`src/rtl/icache_2way_ro_pkg.sv`:
```
// Shared constants and FSM encoding for the 2-way read-only instruction cache.
package icache_2way_ro_pkg;

    localparam int WORDS_PER_BLOCK = 4;
    localparam int BLOCK_W         = 128;
    localparam int WORD_W          = 32;
    localparam int ADDR_W          = 30;
    localparam int BLK_ADDR_W      = 28;

    typedef enum logic {
        IDLE  = 1'b0,
        ALLOC = 1'b1
    } state_t;

endpackage

```
`src/rtl/icache_way_array.sv`:
```
// One cache way: valid/tag/data storage with a combinational lookup port
// and a synchronous whole-block fill port.
module icache_way_array
    import icache_2way_ro_pkg::*;
#(
    parameter int SETS  = 4,
    parameter int IDX_W = 2,
    parameter int TAG_W = 26
) (
    input  logic               clk,
    input  logic               rst,
    input  logic [IDX_W-1:0]   lk_idx,
    input  logic [TAG_W-1:0]   lk_tag,
    input  logic [1:0]         lk_off,
    output logic               lk_valid,
    output logic               lk_hit,
    output logic [WORD_W-1:0]  lk_word,
    input  logic               fill_en,
    input  logic [IDX_W-1:0]   fill_idx,
    input  logic [TAG_W-1:0]   fill_tag,
    input  logic [BLOCK_W-1:0] fill_data
);

    logic [SETS-1:0]    valid_q, valid_d;
    logic [TAG_W-1:0]   tag_q  [SETS];
    logic [TAG_W-1:0]   tag_d  [SETS];
    logic [BLOCK_W-1:0] data_q [SETS];
    logic [BLOCK_W-1:0] data_d [SETS];

    always_comb begin
        valid_d = valid_q;
        tag_d   = tag_q;
        data_d  = data_q;
        if (fill_en) begin
            valid_d[fill_idx] = 1'b1;
            tag_d[fill_idx]   = fill_tag;
            data_d[fill_idx]  = fill_data;
        end
    end

    assign lk_valid = valid_q[lk_idx];
    assign lk_hit   = lk_valid && (tag_q[lk_idx] == lk_tag);
    assign lk_word  = data_q[lk_idx][{lk_off, 5'd0} +: WORD_W];

    always_ff @(posedge clk) begin
        if (rst) begin
            valid_q <= '0;
        end else begin
            valid_q <= valid_d;
        end
    end

    // Tag and data carry no reset; a cleared valid bit masks whatever they hold.
    always_ff @(posedge clk) begin
        tag_q  <= tag_d;
        data_q <= data_d;
    end

endmodule

```
`src/rtl/icache_2way_ro.sv`:
```
// 2-way set-associative read-only L1 instruction cache: single-cycle hits,
// blocking 4-word fill on a miss with per-set LRU replacement.
module icache_2way_ro
    import icache_2way_ro_pkg::*;
#(
    parameter int SETS = 4
) (
    input  logic                  clk,
    input  logic                  rst,
    input  logic                  proc_read,
    input  logic                  proc_write,
    input  logic [ADDR_W-1:0]     proc_addr,
    input  logic [WORD_W-1:0]     proc_wdata,
    output logic [WORD_W-1:0]     proc_rdata,
    output logic                  proc_stall,
    output logic                  mem_read,
    output logic                  mem_write,
    output logic [BLK_ADDR_W-1:0] mem_addr,
    output logic [BLOCK_W-1:0]    mem_wdata,
    input  logic [BLOCK_W-1:0]    mem_rdata,
    input  logic                  mem_ready
);

    localparam int IDX_W = $clog2(SETS);
    localparam int TAG_W = BLK_ADDR_W - IDX_W;

    // No write path exists; these inputs are intentionally sunk.
    logic unused_inputs;
    assign unused_inputs = ^{proc_write, proc_wdata};

    logic [IDX_W-1:0] lk_idx;
    logic [TAG_W-1:0] lk_tag;
    logic [1:0]       lk_off;
    assign lk_off = proc_addr[1:0];
    assign lk_idx = proc_addr[IDX_W+1:2];
    assign lk_tag = proc_addr[ADDR_W-1:IDX_W+2];

    state_t           state_q, state_d;
    logic             victim_q, victim_d;
    logic [IDX_W-1:0] miss_idx_q, miss_idx_d;
    logic [TAG_W-1:0] miss_tag_q, miss_tag_d;
    logic [SETS-1:0]  lru_q, lru_d;

    logic              valid0, valid1, hit0, hit1, fill_en;
    logic [WORD_W-1:0] word0, word1;

    icache_way_array #(.SETS(SETS), .IDX_W(IDX_W), .TAG_W(TAG_W)) u_way0 (
        .clk(clk), .rst(rst),
        .lk_idx(lk_idx), .lk_tag(lk_tag), .lk_off(lk_off),
        .lk_valid(valid0), .lk_hit(hit0), .lk_word(word0),
        .fill_en(fill_en && !victim_q), .fill_idx(miss_idx_q),
        .fill_tag(miss_tag_q), .fill_data(mem_rdata)
    );

    icache_way_array #(.SETS(SETS), .IDX_W(IDX_W), .TAG_W(TAG_W)) u_way1 (
        .clk(clk), .rst(rst),
        .lk_idx(lk_idx), .lk_tag(lk_tag), .lk_off(lk_off),
        .lk_valid(valid1), .lk_hit(hit1), .lk_word(word1),
        .fill_en(fill_en && victim_q), .fill_idx(miss_idx_q),
        .fill_tag(miss_tag_q), .fill_data(mem_rdata)
    );

    assign mem_write = 1'b0;
    assign mem_wdata = '0;

    always_comb begin
        state_d    = state_q;
        victim_d   = victim_q;
        miss_idx_d = miss_idx_q;
        miss_tag_d = miss_tag_q;
        lru_d      = lru_q;
        fill_en    = 1'b0;
        proc_stall = 1'b0;
        proc_rdata = '0;
        mem_read   = 1'b0;
        mem_addr   = proc_addr[ADDR_W-1:2];
        case (state_q)
            IDLE: begin
                if (proc_read) begin
                    if (hit0 || hit1) begin
                        proc_rdata    = hit0 ? word0 : word1;
                        lru_d[lk_idx] = hit0;
                    end else begin
                        proc_stall = 1'b1;
                        state_d    = ALLOC;
                        miss_idx_d = lk_idx;
                        miss_tag_d = lk_tag;
                        // Fill an empty way first (way0 preferred), else evict the LRU way.
                        if (!valid0) begin
                            victim_d = 1'b0;
                        end else if (!valid1) begin
                            victim_d = 1'b1;
                        end else begin
                            victim_d = lru_q[lk_idx];
                        end
                    end
                end
            end
            ALLOC: begin
                mem_read   = 1'b1;
                proc_stall = 1'b1;
                mem_addr   = {miss_tag_q, miss_idx_q};
                if (mem_ready) begin
                    fill_en           = 1'b1;
                    lru_d[miss_idx_q] = !victim_q;
                    state_d           = IDLE;
                end
            end
            default: state_d = IDLE;
        endcase
    end

    always_ff @(posedge clk) begin
        if (rst) begin
            state_q    <= IDLE;
            victim_q   <= 1'b0;
            miss_idx_q <= '0;
            miss_tag_q <= '0;
            lru_q      <= '0;
        end else begin
            state_q    <= state_d;
            victim_q   <= victim_d;
            miss_idx_q <= miss_idx_d;
            miss_tag_q <= miss_tag_d;
            lru_q      <= lru_d;
        end
    end

endmodule
```
`config.mk`:
```
export PLATFORM = sky130hd
export DESIGN_NAME = icache_2way_ro
export DESIGN_NICKNAME = d
export VERILOG_FILES = /design/src/rtl/icache_2way_ro_pkg.sv /design/src/rtl/icache_way_array.sv /design/src/rtl/icache_2way_ro.sv
export SDC_FILE = /design/constraint.sdc
export NUM_CORES = 1
export LEC_CHECK = 0
export CORE_MARGIN = 4
export CORE_UTILIZATION = 45
export CTS_CLUSTER_DIAMETER = 100
export CTS_CLUSTER_SIZE = 16
export DETAILED_ROUTE_END_ITERATION = 8
export GPL_ROUTABILITY_DRIVEN = 1
export PLACE_DENSITY = 0.76
export SLEW_MARGIN = 0
export SYNTH_ARGS = -nofsm -noshare
export SYNTH_HDL_FRONTEND = slang
export SYNTH_SLANG_ARGS = --single-unit
```
`constraint.sdc`:
```
create_clock -name clk -period 30 [get_ports clk]
set_input_delay 6 -clock clk [delete_from_list [all_inputs] [get_ports clk]]
set_output_delay 6 -clock clk [all_outputs]
set_load 0.01 [all_outputs]
```
==> results of run 1 <==
-- how the worst max path moves through the flow --
| stage | from | to | slack, ns | cells past startpoint |
|---|---|---|---|---|
| 2_1_floorplan | mem_ready | u_way1.data_q[384] | 12.56 | 2 |
| 6_report | proc_addr[2] | proc_rdata[14] | 11.67 | 13 |
| 3_3_place_gp | proc_addr[2] | proc_rdata[14] | 11.75 | 13 |
| 5_1_grt | proc_addr[2] | proc_rdata[14] | 11.37 | 13 |
| 4_1_cts | proc_addr[2] | proc_rdata[14] | 11.69 | 13 |
| 3_5_place_dp | proc_addr[2] | proc_rdata[14] | 11.72 | 13 |
-- report_power, final --
part	internal (mW)	switching (mW)	total, mW	leakage, nW
Sequential	1.96	0.00919	1.97	11.5
Combinational	0.0843	0.0998	0.184	4.96
Clock	0.555	0.558	1.11	1.20
-- metrics by stage --
step / power [mW] / cells / worst slack, ns / area [um2] / hold WS (ns)
after global routing: 3.38 / 4148 / 11.37 / 56600 / 0.500
after floorplan: 2.14 / 2525 / 12.56 / 51200 / 0.435
final: 3.27 / 4163 / 11.67 / 56600 / 0.481
after CTS: 3.29 / 4142 / 11.69 / 56600 / 0.481
after detailed placement: 2.20 / 4020 / 11.72 / 54100 / 0.462
after global placement: 2.19 / 4020 / 11.75 / 54100 / 0.446
-- routing by layer --
layer  GRT usage, %  vias to the layer above
li1               -                    10000
met1           25.0                    12700
met2           31.0                     1023
met3           4.96                      178
met4           5.38                       18
met5              0                        -
-- kinds of logic (layout without fill, tap and decap cells) --
logic type,Yosys count,in the layout
AOI/OAI and AO/OA,118,118
xor gates and xnor gates,47,47
buffers and inverters,265,394
DFF,1274,1274
muxes,485,485
other,1,150
and+or+nand+nor,207,207
-- registers in the layout (all words and copies together), names as in the netlist --
signal and cells:
u_way0.data_q 512, u_way1.data_q 512, u_way0.tag_q 104, u_way1.tag_q 104, miss_tag_q 26, lru_q 4
u_way0.valid_q 4, u_way1.valid_q 4, miss_idx_q 2, state_q 1, victim_q 1
-- worst reg2reg max path, stage by stage (launching register included) --
cell     delay (ns)
dfxtp_1        0.32
buf_4          0.50
nand3_1        0.45
nor2_4         0.79
buf_4          0.81
buf_4          0.90
-- final cells by class --
cell class | count | area share [%]
Tap cell | 1488 | 3.29
Sequential cell | 1274 | 66.8
Clock inverter | 7 | 0.272
Inverter | 12 | 0.0796
Timing Repair Buffer | 260 | 4.55
Multi-Input combinational cell | 986 | 20.8
Antenna cell | 21 | 0.0928
Clock buffer | 115 | 4.12
-- cell usage in the layout, fill, tap and decap left out, types with 21 or more instances in the layout --
cell / count
clkdlybuf4s50_1: 220
dfxtp_1: 42
edfxtp_1: 1232
buf_4: 32
and2_1: 22
nor2_1: 78
mux4_2: 297
mux2i_1: 124
mux2_2: 64
clkbuf_1: 25
clkbuf_16: 89
conb_1: 129
diode_2: 21
xnor2_1: 35
a22o_1: 28
nor4_1: 22
==> impl_metrics.env, run 1 <==
export IMPL_syn2layout_area_growth_pct=11.6
export IMPL_grt_pass1_vias=24300
export IMPL_cts_setup_buffers=0
export IMPL_routedLengthMet1_um=43200
export IMPL_rr_worst_depth=5
export IMPL_status="finished clean"
export IMPL_fin_crit_sh_pct=61.1
export IMPL_fin_crit_ns=18.33
export IMPL_place_gp_congestion=0.829
export IMPL_fin_util_pct=50.9
export IMPL_antenna_found_initial=32
export IMPL_netlist_area_mm2=0.0507
export IMPL_critPathBufInv=5
export IMPL_drt_first_pass_iters=5
export IMPL_drc_errors=0
export IMPL_yosysMostFrequentCell="edfxtp_1"
export IMPL_ys_seq_area_share_pct=74.6
export IMPL_synthTopCellsByCount="edfxtp_1, mux4_2, buf_4"
export IMPL_clk_latency_ns=0.67
export IMPL_muxShareOfSynthArea_pct=17.1
export IMPL_cts_hold_buf=0
export IMPL_yosysTopAreaCell="edfxtp_1"
export IMPL_initial_utilization_pct=45.6
export IMPL_via_count=23900
export IMPL_hpwlAfterDp_um=65300
export IMPL_final_seq_area_mm2=0.0378
export IMPL_setup_worst_path_class="input port to output pin"
export IMPL_fin_tns_setup_ns=0
export IMPL_die_area_mm2=0.118
export IMPL_synth_edf_count=1232
export IMPL_p_per_area_mw_per_mm2=57.8
export IMPL_fp_dieW_um=344
export IMPL_drive_above_1_share_pct=20.6
export IMPL_cp_required_ns=24.00
export IMPL_cpMostUsedCell="buf_4"
export IMPL_synth_compound_area_share_pct=1.95
export IMPL_gr_usage_all_layers_pct=18.8
export IMPL_netlist_instances=2397
export IMPL_hp_class="register to register"
export IMPL_synthAdderAreaFrac_pct=0
export IMPL_nets=2818
export IMPL_wl_met2_um=56200
export IMPL_r2r_start="state_q"
export IMPL_cts_tree="built"
export IMPL_cp_end_kind="output pin"
export IMPL_slowest_delay_ns=0.83
export IMPL_tightest_slew_ns=1.23
export IMPL_synth_area_leaders="edfxtp_1, mux4_2, mux2i_1"
export IMPL_grt_max_degree=153
export IMPL_multi_input_area_mm2=0.0118
export IMPL_cp_start_kind="input port"
export IMPL_finalMaxSlewViolations=0
export IMPL_via_per_inst=5.75
export IMPL_synth_flop_cell="edfxtp_1"
export IMPL_top_layer="met5"
export IMPL_clock_tree_root_cell="clkbuf_16"
export IMPL_crit_path_cell_trace="buf_8, buf_4, mux2i_1, o21ai_0, or4_4, a211o_4, nor4_4, buf_4, buf_4, mux2i_1, a22o_1, nor4_1, clkdlybuf4s50_1"
export IMPL_hold_viol_final=0
export IMPL_die_y_um=344
export IMPL_holdPathEnd="u_way0.valid_q[0]"
export IMPL_clock_sinks=1274
export IMPL_critPathArrivalTime_ns=12.33
export IMPL_min_from="u_way0.valid_q[0]"
export IMPL_core_mm2=0.111
export IMPL_numCtsBuffers=89
export IMPL_cpMaxStageDelayCell="buf_4"
export IMPL_synth_simple_gate_area_share_pct=2.25
export IMPL_synth_warnings=0
export IMPL_clk_path_buf_depth=3
export IMPL_portBuffers=223
export IMPL_ys_ff_latch=1274
export IMPL_synth_top_area_share_pct=73.0
export IMPL_synth_xor_area_share_pct=0.812
export IMPL_drt_wl_total_um=113000
export IMPL_synth_top_family_by_area="multiplexers"
export IMPL_yosys_cell_types_count=66
export IMPL_min_path_cells=2
export IMPL_clock_fmax_ghz=0.0546
export IMPL_nFillCells=8506
export IMPL_slew_headroom_pct=17.8
export IMPL_leakagePower_nw=17.7
export IMPL_ant_nets=0
export IMPL_crit_family="buffers and inverters"
export IMPL_route_met3_wl_um=10400
export IMPL_rr_endpoint="u_way1.data_q[101]"
export IMPL_peakVddDrop_v=0.0000679
export IMPL_cp_max_fo=81
export IMPL_maxCapViolations=0
export IMPL_avgSynthCellArea_um2=21.2
export IMPL_grt_pass1_wl_um=164000
export IMPL_async_reset_ff_share_pct=0
export IMPL_grt_overflow_total=0
export IMPL_rsz0062_at_grt="no"
export IMPL_drtIter0Drc=2384
export IMPL_cts_repair_resized=0
export IMPL_io_pins=386
export IMPL_wire_per_inst_um=27.1
export IMPL_rows=122
export IMPL_htreeDepth=3
export IMPL_skew_ns=0.0497
export IMPL_r2r_slack_ns=25.83
export IMPL_cts_reportedPaths_clkPinSlew_ns=0.07
export IMPL_final_setup_viol_count=0
Note: power is estimated with default switching activity, not from simulation.
==> run 2, diff against run 1 <==
- clock period: 30 -> 18.4 ns (I/O delays scaled with it)
==> impl_metrics.env, run 2 (same netlist as run 1, synthesis figures left out) <==
export IMPL_cp_end_kind="output pin"
export IMPL_grt_overflow_total=0
export IMPL_timing_hold_ws_ns=0.479
export IMPL_syn2layout_area_growth_pct=11.6
export IMPL_portBuffers=223
export IMPL_wire_per_inst_um=26.7
export IMPL_routedLengthMet1_um=42400
export IMPL_cts_reportedPaths_clkPinSlew_ns=0.07
export IMPL_rr_worst_depth=10
export IMPL_cp_max_fo=95
export IMPL_core_mm2=0.111
export IMPL_peakVddDrop_v=0.000102
export IMPL_power_total_mw=5.32
export IMPL_fin_crit_sh_pct=74.3
export IMPL_cp_start_kind="input port"
export IMPL_fin_tns_setup_ns=0
export IMPL_final_setup_viol_count=0
export IMPL_crit_family="buffers and inverters"
export IMPL_cts_setup_buffers=0
export IMPL_place_gp_congestion=0.841
export IMPL_numCtsBuffers=89
export IMPL_top_regs="u_way0.data_q x512, u_way1.data_q x512"
export IMPL_switching_share_pct=20.3
export IMPL_rr_endpoint="lru_q[0]"
export IMPL_drtIter0Drc=2612
export IMPL_wl_met2_um=56200
export IMPL_p_per_area_mw_per_mm2=94.0
export IMPL_rsz0062_at_grt="no"
export IMPL_grt_pass1_vias=23700
export IMPL_post_dp_cell_area_mm2=0.0541
export IMPL_fin_area_mm2=0.0566
export IMPL_status="finished clean"
export IMPL_skew_ns=0.0498
export IMPL_slowest_delay_ns=0.74
export IMPL_htreeDepth=3
export IMPL_ant_nets=0
export IMPL_clock_tree_root_cell="clkbuf_16"
export IMPL_initial_utilization_pct=45.6
export IMPL_io_pins=386
export IMPL_drt_first_pass_iters=7
export IMPL_drive_above_1_share_pct=20.5
export IMPL_r2r_slack_ns=14.18
export IMPL_die_area_mm2=0.118
export IMPL_cts_repair_resized=0
export IMPL_clkPwrFrac_pct=33.9
export IMPL_antenna_found_initial=32
export IMPL_fin_ws_ns=4.72
export IMPL_detailedPlace_worstSlack_ns=4.71
export IMPL_drt_wl_total_um=111000
export IMPL_p_sw_mw=1.08
export IMPL_maxCapViolations=0
export IMPL_die_y_um=344
export IMPL_clock_sinks=1274
export IMPL_seq_power_share_pct=60.5
export IMPL_clk_latency_ns=0.68
export IMPL_gr_usage_all_layers_pct=18.6
export IMPL_hold_viol_final=0
export IMPL_cp_required_ns=14.72
export IMPL_critPathBufInv=5
export IMPL_slew_headroom_pct=20.5
export IMPL_critPathArrivalTime_ns=10.00
export IMPL_via_per_inst=5.68
export IMPL_route_met3_wl_um=10400
export IMPL_finalMaxSlewViolations=0
export IMPL_rows=122
export IMPL_cp_depth=13
export IMPL_fin_util_pct=50.9
export IMPL_nets=2816
export IMPL_cpMostUsedCell="buf_4"
export IMPL_p_int_mw=4.24
export IMPL_fin_crit_ns=13.68
export IMPL_p_comb_share_pct=5.6
export IMPL_drc_errors=0
export IMPL_clk_path_buf_depth=3
export IMPL_cts_tree="built"
export IMPL_cpMaxStageDelayCell="buf_4"
export IMPL_final_cells=4159
export IMPL_grt_max_degree=142
export IMPL_clock_fmax_ghz=0.0731
export IMPL_setup_worst_path_class="input port to output pin"
export IMPL_fp_dieW_um=344
export IMPL_via_count=23600
export IMPL_top_layer="met5"
export IMPL_tightest_slew_ns=1.19
export IMPL_leakagePower_nw=17.6
export IMPL_layout_commonest_cell="edfxtp_1"
export IMPL_hp_class="register to register"
export IMPL_startpoint="proc_addr[3]"
export IMPL_r2r_start="u_way0.tag_q[4]"
export IMPL_hpwlAfterDp_um=64500
export IMPL_cts_hold_buf=0
export IMPL_numPlacedInstances=4018
export IMPL_final_cell_mix="edfxtp_1, mux4_2, clkdlybuf4s50_1"
export IMPL_worstSetupEndpoint="proc_rdata[14]"
export IMPL_crit_path_cell_trace="buf_8, buf_4, mux4_2, xnor2_1, nand4_1, or4_1, nor4_4, buf_4, buf_4, mux2i_1, a22o_1, nor4_1, clkdlybuf4s50_1"
export IMPL_grt_pass1_wl_um=161000
run 2: changes by cell type in the layout (fill, tap and decap cells not counted):
cell,change
inv_6,-2
clkbuf_1,+2
inv_16,+2
buf_12,+1
clkbuf_8,-1
bufinv_16,-1
clkinv_16,-1
diode_2,-3
clkinv_4,+1
buf_4,-3
clkbuf_16,+1
run 2: routing by layer:
layer / GRT usage (%) / up-vias
li1: - / 10000
met1: 24.9 / 12400
met2: 31.0 / 971
met3: 4.85 / 157
met4: 3.90 / 16
met5: 0 / -
run 2: worst reg2reg max path: cells and delay by family (launching register included):
family	cells	cell delay [ns]
mux	1	0.50
compound gates	3	0.57
flops	1	0.39
simple gates	3	1.16
buf+inv	2	1.29
xor+xnor	1	0.24
run 2: area by class of cell:
class | count | area (um2)
clock inverter | 6 | 125
tap | 1488 | 1860
multi-input combinational | 986 | 11800
sequential | 1274 | 37800
inverter | 12 | 45.0
timing repair buffer | 258 | 2570
fill | 8453 | 54700
clock buffer | 117 | 2350
antenna | 18 | 45.0
run 2: worst min-delay path by stage:
| stage | slack, ns | endpoint | cells past startpoint | start |
|---|---|---|---|---|
| final | 0.48 | lru_q[1] | 2 | lru_q[1] |
| after global routing | 0.52 | u_way1.valid_q[0] | 2 | u_way1.valid_q[0] |
| after CTS | 0.48 | lru_q[1] | 2 | lru_q[1] |
| after detailed placement | 0.46 | u_way0.valid_q[2] | 2 | u_way0.valid_q[2] |
| after global placement | 0.44 | u_way1.valid_q[2] | 2 | u_way1.valid_q[2] |
| after floorplan | 0.43 | u_way0.valid_q[2] | 2 | u_way0.valid_q[2] |
run 2: power groups by stage:
stage               logic [mW]  registers (mW)  clock network [mW]
floorplan                0.200            3.28                   0
global placement         0.290            3.28                   0
detailed placement       0.299            3.28                   0
CTS                      0.301            3.22                1.85
global route             0.321            3.22                1.97
finish                   0.298            3.22                1.80
